`src/rtl/morph_ctrl_pkg.sv`:
```
// Shared codes for the morphology frame sequencer: request modes, stage selects,
// FSM states and err_code bit positions.
package morph_ctrl_pkg;

   localparam logic [2:0] ModeBypass = 3'd0;
   localparam logic [2:0] ModeErode  = 3'd1;
   localparam logic [2:0] ModeDilate = 3'd2;
   localparam logic [2:0] ModeOpen   = 3'd3;
   localparam logic [2:0] ModeClose  = 3'd4;

   typedef enum logic [1:0] {
      SelBypass = 2'b00,
      SelErode  = 2'b01,
      SelDilate = 2'b10
   } sel_e;

   typedef struct packed {
      sel_e a;
      sel_e b;
   } sel_pair_t;

   typedef enum logic [1:0] {
      StIdle   = 2'd0,
      StActive = 2'd1,
      StDrain  = 2'd2
   } state_e;

   localparam int unsigned ErrLineBit   = 0;
   localparam int unsigned ErrCountBit  = 1;
   localparam int unsigned ErrVblankBit = 2;

   // Open = erode then dilate, close = dilate then erode; illegal codes fall back to bypass.
   function automatic sel_pair_t mode_to_sel(input logic [2:0] mode);
      sel_pair_t p;
      p.a = SelBypass;
      p.b = SelBypass;
      case (mode)
         ModeErode:  p.a = SelErode;
         ModeDilate: p.a = SelDilate;
         ModeOpen: begin
            p.a = SelErode;
            p.b = SelDilate;
         end
         ModeClose: begin
            p.a = SelDilate;
            p.b = SelErode;
         end
         default: p = '{a: SelBypass, b: SelBypass};
      endcase
      return p;
   endfunction

endpackage

```
`src/rtl/morph_geom_checker.sv`:
```
// Frame geometry checker: vsync/href edge detection, pixel/line counters and the
// line-length / line-count compare.
module morph_geom_checker
   import morph_ctrl_pkg::*;
#(
   parameter logic [9:0] IMG_HDISP = 10'd640,
   parameter logic [9:0] IMG_VDISP = 10'd480
) (
   input  logic       clk,
   input  logic       rst_n,
   input  logic       vsync_i,
   input  logic       href_i,
   input  logic       clken_i,
   input  logic       active_i,
   input  logic       clear_i,
   output logic       vs_rise_o,
   output logic       vs_fall_o,
   output logic [1:0] err_o
);

   logic       vsync_q, href_q;
   logic [9:0] hcnt_q, hcnt_d;
   logic [9:0] vcnt_q, vcnt_d;
   logic [9:0] vcnt_line;
   logic [1:0] err_q, err_d;
   logic       href_fall;

   assign vs_rise_o = vsync_i & ~vsync_q;
   assign vs_fall_o = ~vsync_i & vsync_q;
   assign href_fall = ~href_i & href_q;
   assign err_o     = err_q;

   always_comb begin
      hcnt_d    = hcnt_q;
      vcnt_d    = vcnt_q;
      err_d     = err_q;
      vcnt_line = vcnt_q;
      if (clear_i) begin
         hcnt_d = '0;
         vcnt_d = '0;
         err_d  = '0;
      end else if (active_i) begin
         if (href_fall) begin
            if (hcnt_q != IMG_HDISP) err_d[ErrLineBit] = 1'b1;
            vcnt_line = (vcnt_q == 10'h3FF) ? vcnt_q : vcnt_q + 10'd1;
            vcnt_d    = vcnt_line;
            hcnt_d    = '0;
         end else if (href_i && clken_i && hcnt_q != 10'h3FF) begin
            hcnt_d = hcnt_q + 10'd1;
         end
         // A line ending on the same cycle as the frame is counted before the frame check.
         if (vs_fall_o && vcnt_line != IMG_VDISP) err_d[ErrCountBit] = 1'b1;
      end
   end

   always_ff @(posedge clk or negedge rst_n) begin
      if (!rst_n) begin
         vsync_q <= 1'b0;
         href_q  <= 1'b0;
         hcnt_q  <= '0;
         vcnt_q  <= '0;
         err_q   <= '0;
      end else begin
         vsync_q <= vsync_i;
         href_q  <= href_i;
         hcnt_q  <= hcnt_d;
         vcnt_q  <= vcnt_d;
         err_q   <= err_d;
      end
   end

endmodule

```
`src/rtl/morph_frame_ctrl.sv`:
```
// Frame-level sequencer for two cascaded morphology stages; mode requests are applied only
// between frames. Define MORPH_CTRL_ERRCNT_EN to build the erroneous-frame counter.
module morph_frame_ctrl
   import morph_ctrl_pkg::*;
#(
   parameter logic [9:0]  IMG_HDISP = 10'd640,
   parameter logic [9:0]  IMG_VDISP = 10'd480,
   parameter int unsigned PIPE_LAT  = 8
) (
   input  logic        clk,
   input  logic        rst_n,
   input  logic        cfg_valid_i,
   output logic        cfg_ready_o,
   input  logic [2:0]  cfg_mode_i,
   input  logic        per_frame_vsync_i,
   input  logic        per_frame_href_i,
   input  logic        per_frame_clken_i,
   output logic [1:0]  stage_a_sel_o,
   output logic [1:0]  stage_b_sel_o,
   output logic        busy_o,
   output logic        frame_done_o,
   output logic        frame_err_o,
   output logic [2:0]  err_code_o,
   output logic [15:0] frame_cnt_o,
   output logic [7:0]  err_cnt_o
);

   localparam int unsigned DrainW = (PIPE_LAT > 2) ? $clog2(PIPE_LAT) : 1;
   localparam logic [DrainW-1:0] DrainLoad = DrainW'(PIPE_LAT - 1);

   state_e            state_q, state_d;
   logic [DrainW-1:0] drain_q, drain_d;
   logic              armed_q, armed_d;
   logic              pending_q, pending_d;
   logic [2:0]        pend_mode_q, pend_mode_d;
   sel_pair_t         sel_q, sel_d;
   logic              frame_done_q, frame_done_d;
   logic              frame_err_q, frame_err_d;
   logic [2:0]        err_code_q, err_code_d;
   logic [15:0]       frame_cnt_q, frame_cnt_d;
   logic [2:0]        fin_code;

   logic       vs_rise_raw, vs_fall;
   logic       vs_rise;
   logic       geom_clear;
   logic [1:0] geom_err;

   morph_geom_checker #(
      .IMG_HDISP (IMG_HDISP),
      .IMG_VDISP (IMG_VDISP)
   ) u_geom (
      .clk       (clk),
      .rst_n     (rst_n),
      .vsync_i   (per_frame_vsync_i),
      .href_i    (per_frame_href_i),
      .clken_i   (per_frame_clken_i),
      .active_i  (state_q == StActive),
      .clear_i   (geom_clear),
      .vs_rise_o (vs_rise_raw),
      .vs_fall_o (vs_fall),
      .err_o     (geom_err)
   );

   // A frame already in flight at reset is ignored until vsync has been seen low.
   assign armed_d = armed_q | ~per_frame_vsync_i;
   assign vs_rise = vs_rise_raw & armed_q;

   always_comb begin
      state_d      = state_q;
      drain_d      = drain_q;
      pending_d    = pending_q;
      pend_mode_d  = pend_mode_q;
      sel_d        = sel_q;
      frame_done_d = 1'b0;
      frame_err_d  = 1'b0;
      err_code_d   = err_code_q;
      frame_cnt_d  = frame_cnt_q;
      geom_clear   = 1'b0;
      fin_code     = {1'b0, geom_err};

      if (cfg_valid_i && !pending_q) begin
         pending_d   = 1'b1;
         pend_mode_d = cfg_mode_i;
      end

      unique case (state_q)
         StIdle: begin
            if (pending_q) begin
               sel_d     = mode_to_sel(pend_mode_q);
               pending_d = 1'b0;
            end
            if (vs_rise) begin
               state_d    = StActive;
               geom_clear = 1'b1;
            end
         end
         StActive: begin
            if (vs_fall) begin
               drain_d = DrainLoad;
               state_d = StDrain;
            end
         end
         StDrain: begin
            if (vs_rise) begin
               fin_code[ErrVblankBit] = 1'b1;
               frame_done_d = 1'b1;
               frame_err_d  = 1'b1;
               err_code_d   = fin_code;
               frame_cnt_d  = frame_cnt_q + 16'd1;
               geom_clear   = 1'b1;
               state_d      = StActive;
            end else if (drain_q == '0) begin
               frame_done_d = 1'b1;
               frame_err_d  = |fin_code;
               err_code_d   = fin_code;
               frame_cnt_d  = frame_cnt_q + 16'd1;
               state_d      = StIdle;
            end else begin
               drain_d = drain_q - DrainW'(1);
            end
         end
         default: state_d = StIdle;
      endcase
   end

   always_ff @(posedge clk or negedge rst_n) begin
      if (!rst_n) begin
         state_q      <= StIdle;
         drain_q      <= '0;
         armed_q      <= 1'b0;
         pending_q    <= 1'b0;
         pend_mode_q  <= ModeBypass;
         sel_q        <= '{a: SelBypass, b: SelBypass};
         frame_done_q <= 1'b0;
         frame_err_q  <= 1'b0;
         err_code_q   <= '0;
         frame_cnt_q  <= '0;
      end else begin
         state_q      <= state_d;
         drain_q      <= drain_d;
         armed_q      <= armed_d;
         pending_q    <= pending_d;
         pend_mode_q  <= pend_mode_d;
         sel_q        <= sel_d;
         frame_done_q <= frame_done_d;
         frame_err_q  <= frame_err_d;
         err_code_q   <= err_code_d;
         frame_cnt_q  <= frame_cnt_d;
      end
   end

`ifdef MORPH_CTRL_ERRCNT_EN
   logic [7:0] err_cnt_q;

   always_ff @(posedge clk or negedge rst_n) begin
      if (!rst_n) begin
         err_cnt_q <= '0;
      end else if (frame_err_d && err_cnt_q != 8'hFF) begin
         err_cnt_q <= err_cnt_q + 8'd1;
      end
   end

   assign err_cnt_o = err_cnt_q;
`else
   assign err_cnt_o = '0;
`endif

   assign cfg_ready_o   = ~pending_q;
   assign stage_a_sel_o = sel_q.a;
   assign stage_b_sel_o = sel_q.b;
   assign busy_o        = (state_q != StIdle);
   assign frame_done_o  = frame_done_q;
   assign frame_err_o   = frame_err_q;
   assign err_code_o    = err_code_q;
   assign frame_cnt_o   = frame_cnt_q;

endmodule

```
`config.mk`:
```
export PLATFORM = sky130hd
export DESIGN_NAME = morph_frame_ctrl
export DESIGN_NICKNAME = d
export VERILOG_FILES = /design/src/rtl/morph_ctrl_pkg.sv /design/src/rtl/morph_geom_checker.sv /design/src/rtl/morph_frame_ctrl.sv
export SDC_FILE = /design/constraint.sdc
export NUM_CORES = 1
export LEC_CHECK = 0
export CELL_PAD_IN_SITES_DETAIL_PLACEMENT = 1
export CELL_PAD_IN_SITES_GLOBAL_PLACEMENT = 1
export CORE_MARGIN = 2
export CORE_UTILIZATION = 40
export CTS_BUF_LIST = sky130_fd_sc_hd__clkbuf_2 sky130_fd_sc_hd__clkbuf_4 sky130_fd_sc_hd__clkbuf_8
export DETAILED_ROUTE_END_ITERATION = 7
export DONT_BUFFER_PORTS = 1
export PLACE_DENSITY_LB_ADDON = 0.15
export SYNTH_ARGS = -nofsm -noshare
export SYNTH_HDL_FRONTEND = slang
export SYNTH_SLANG_ARGS = --single-unit
```
`constraint.sdc`:
```
create_clock -name clk -period 2.3 [get_ports clk]
set_clock_uncertainty 0.2 [all_clocks]
set_input_delay 0.345 -clock clk [delete_from_list [all_inputs] [get_ports clk]]
set_output_delay 0.345 -clock clk [all_outputs]
set_load 0.01 [all_outputs]
```
==> flow_summary.json <==
{
  "grt_pass1_wl_um": 12760,
  "finalSetupViolCount": 0,
  "synth-seq-cells": 59,
  "via_count": 2469,
  "fin_crit_ns": 2.105,
  "synth_area_per_cell_um2": 9.873,
  "ctsRootBufferMaster": "clkbuf_8",
  "cts_htree_levels": 3,
  "cts_buffers": 9,
  "clock_sinks": 59,
  "drtIter0Drc": 135,
  "grt_max_degree": 60,
  "cp.arrival_ns": 2.12,
  "area_growth_pct": 12.04,
  "hold_viol": 0,
  "synth-edff-count": 0,
  "rsz0062_at_grt": "false",
  "n_antenna_cell": 0,
  "die_y_um": 92.87,
  "cap_violations": 0,
  "grt_pass1_vias": 2554,
  "power_density_nw_per_um2": 893.1,
  "worstSkewPairLatency_ns": 0.35,
  "worst_setup_path_end_kind": "flop",
  "relSlewSlack_pct": 65.08,
  "core.rowCount": 32,
  "drive_above_1_share_pct": 12.43,
  "post_cts_buffers": 0,
  "crit_chain": "ha_1 -> and3_2 -> nand2_2 -> o41a_1 -> a311oi_1 -> a21oi_1",
  "cp_slowest_cell": "dfrtp_1",
  "max_stage_delay_ns": 0.44,
  "io_pins": 44,
  "antenna_left": 0,
  "dieArea_um2": 8625,
  "status": "complete, no violations",
  "grt_use_total_pct": 18.91,
  "maxSlewViolCount": 0,
  "antenna_found_initial": 0,
  "firstDrtPassIters": 4,
  "path_clk_slew_ns": 0.08,
  "overflow": 0,
  "yosysUniqueCellTypes": 56,
  "min_path_type": "in -> reg",
  "place.gp.congestion": 0.8467,
  "post-place-ws_ns": 0.1776,
  "wl_um": 7537,
  "yosysSeqAreaShare_pct": 46.73,
  "crit_type": "reg -> reg",
  "synth_cells": 320,
  "crit_family": "compound AO/OA/AOI/OAI gates",
  "tns_ns": 0,
  "crit_path_max_fanout": 7,
  "drc": 0,
  "ff_latch_area_um2": 1478,
  "initial_core_util_pct": 41.10,
  "p_leak_nw": 1.511,
  "wl_per_cell_um": 17.13,
  "critPathLaunchType": "flop",
  "fp.dieW_um": 92.87,
  "nets": 348,
  "final_common_cell": "dfrtp_1",
  "synth_warnings": 0,
  "clock_path_buffers": 2,
  "fin_crit_sh_pct": 91.53,
  "synth-async-reset-ratio_pct": 100.0,
  "worst_pin_slew_ns": 0.5218,
  "ir_drop_v": 0.0003567,
  "cts_tree": "built",
  "viasPerCell": 5.611,
  "worst_slack_ns": 0.1948,
  "fmax_ghz": 0.4750,
  "hpwl_um": 5159,
  "portBuffers": 0,
  "mostFrequentLayoutCells": "58 x dfrtp_1, 30 x nand2_1, 24 x o21ai_0",
  "synthesis.area_um2": 3159,
  "path_buf_inv": 0,
  "synthFlopType": "dfrtp_1",
  "nFillCells": 876,
  "core_area_um2": 7687,
  "worstPathRequired_ns": 2.32,
  "multi_input_area_um2": 1525
}
[timing repair]
| item | 4_1_cts | 5_1_grt |
|---|---|---|
| setup endpoints to repair | 0 | 1 |
| endpoints found under the hold margin | 67 | 0 |
| hold buffers | 8 | 0 |
| gates resized for setup | 0 | 1 |
[cells by family (layout without fill, tap and decap cells)]
| family | after synthesis | after routing | synth area share (%) |
|---|---|---|---|
| compound gates | 75 | 75 | 16.48 |
| xor+xnor | 18 | 18 | 4.990 |
| fa+ha+maj | 6 | 6 | 2.376 |
| buf+inv | 32 | 43 | 5.821 |
| flops | 59 | 59 | 46.73 |
| mux | 6 | 6 | 2.099 |
| other cells | 1 | 8 | 0.1187 |
| simple gates | 123 | 123 | 21.39 |
[power by group]
group / switching (mW) / internal [mW]
Combinational: 0.425 / 0.302
Clock: 0.444 / 0.529
Sequential: 0.239 / 1.22
[registers in the layout, indices dropped and copies added (netlist names)]
register / cells
armed_q: 1
drain_q: 3
err_code_o: 3
frame_cnt_o: 16
frame_done_o: 1
frame_err_o: 1
pend_mode_q: 3
pending_q: 1
stage_a_sel_o: 2
stage_b_sel_o: 2
state_q: 2
u_geom.err_o: 2
u_geom.hcnt_q: 10
u_geom.href_q: 1
u_geom.vcnt_q: 10
u_geom.vsync_q: 1
[area by class of cell]
cell class	count	share of cell area, %
timing repair buffer	18	4.878
inverter	9	0.9544
sequential	59	41.75
clock buffer	10	3.888
multi-input combinational	236	43.09
tap	102	3.606
clock inverter	6	1.838
[cell usage after synthesis (2+ instances only)]
cell type | n | share of area [%]
or2_2 | 2 | 0.40
o2111ai_1 | 2 | 0.55
and2_1 | 3 | 0.59
nand3_1 | 17 | 2.7
a31oi_1 | 10 | 2.0
xor2_1 | 6 | 1.7
nand2b_1 | 7 | 1.4
nor3_1 | 8 | 1.3
o31ai_1 | 6 | 1.4
a311oi_1 | 3 | 0.83
and3_1 | 8 | 1.6
buf_2 | 5 | 0.79
nor4_1 | 3 | 0.59
buf_4 | 9 | 2.1
a32o_1 | 2 | 0.63
buf_6 | 3 | 1.1
clkbuf_1 | 5 | 0.59
o21ai_0 | 24 | 3.8
a211oi_1 | 2 | 0.48
nor2b_1 | 6 | 1.2
nand4_1 | 9 | 1.8
a21oi_1 | 9 | 1.4
dfrtp_1 | 59 | 47
inv_1 | 9 | 1.1
and4_1 | 5 | 1.4
a41oi_1 | 3 | 0.83
a21boi_0 | 2 | 0.48
xnor2_1 | 12 | 3.3
ha_1 | 6 | 2.4
nor2_1 | 13 | 1.5
nand2_1 | 30 | 3.6
nand3b_1 | 2 | 0.48
nor3b_1 | 2 | 0.48
o21a_1 | 2 | 0.48
mux2_2 | 5 | 1.8
[routing by layer]
layer,routed length (µm),GRT usage (%)
met2,3478,30.43
met4,101,6.985
met5,0,0
met3,360,5.370
met1,3597,24.23
[through the flow]
step	hold WS, ns	area, µm²	std cells	total power, mW	utilization (%)
after floorplan	-0.1506	3186	327	1.946	-
after global placement	-0.1487	3238	416	2.143	42.12
after detailed placement	-0.1488	3238	416	2.176	42.12
after CTS	0.01295	3538	440	3.211	46.03
after global routing	0.03998	3540	440	3.367	46.04
final	0.03189	3540	440	3.161	46.04
[path summary, 6_finish.rpt]
kind / slack, ns / cells past startpoint / endpoint / start
min in group asynchronous: 0.37 / 2 / u_geom.vsync_q / rst_n
hold reg to reg: 0.31 / 1 / stage_a_sel_o[1] / pend_mode_q[0]
hold / removal: 0.03 / 2 / state_q[0] / per_frame_vsync_i
max in group asynchronous: 1.29 / 2 / u_geom.vcnt_q[0] / rst_n
setup reg to reg: 0.19 / 6 / u_geom.err_o[1] / u_geom.vcnt_q[1]
setup / recovery: 0.19 / 6 / u_geom.err_o[1] / u_geom.vcnt_q[1]
[worst register-to-register path: stages, from the launching register on]
cell and delay [ns]:
dfrtp_1 0.44, ha_1 0.25, and3_2 0.26, nand2_2 0.12
o41a_1 0.35, a311oi_1 0.27, a21oi_1 0.10
No activity file was read; power rests on OpenSTA's default activity.
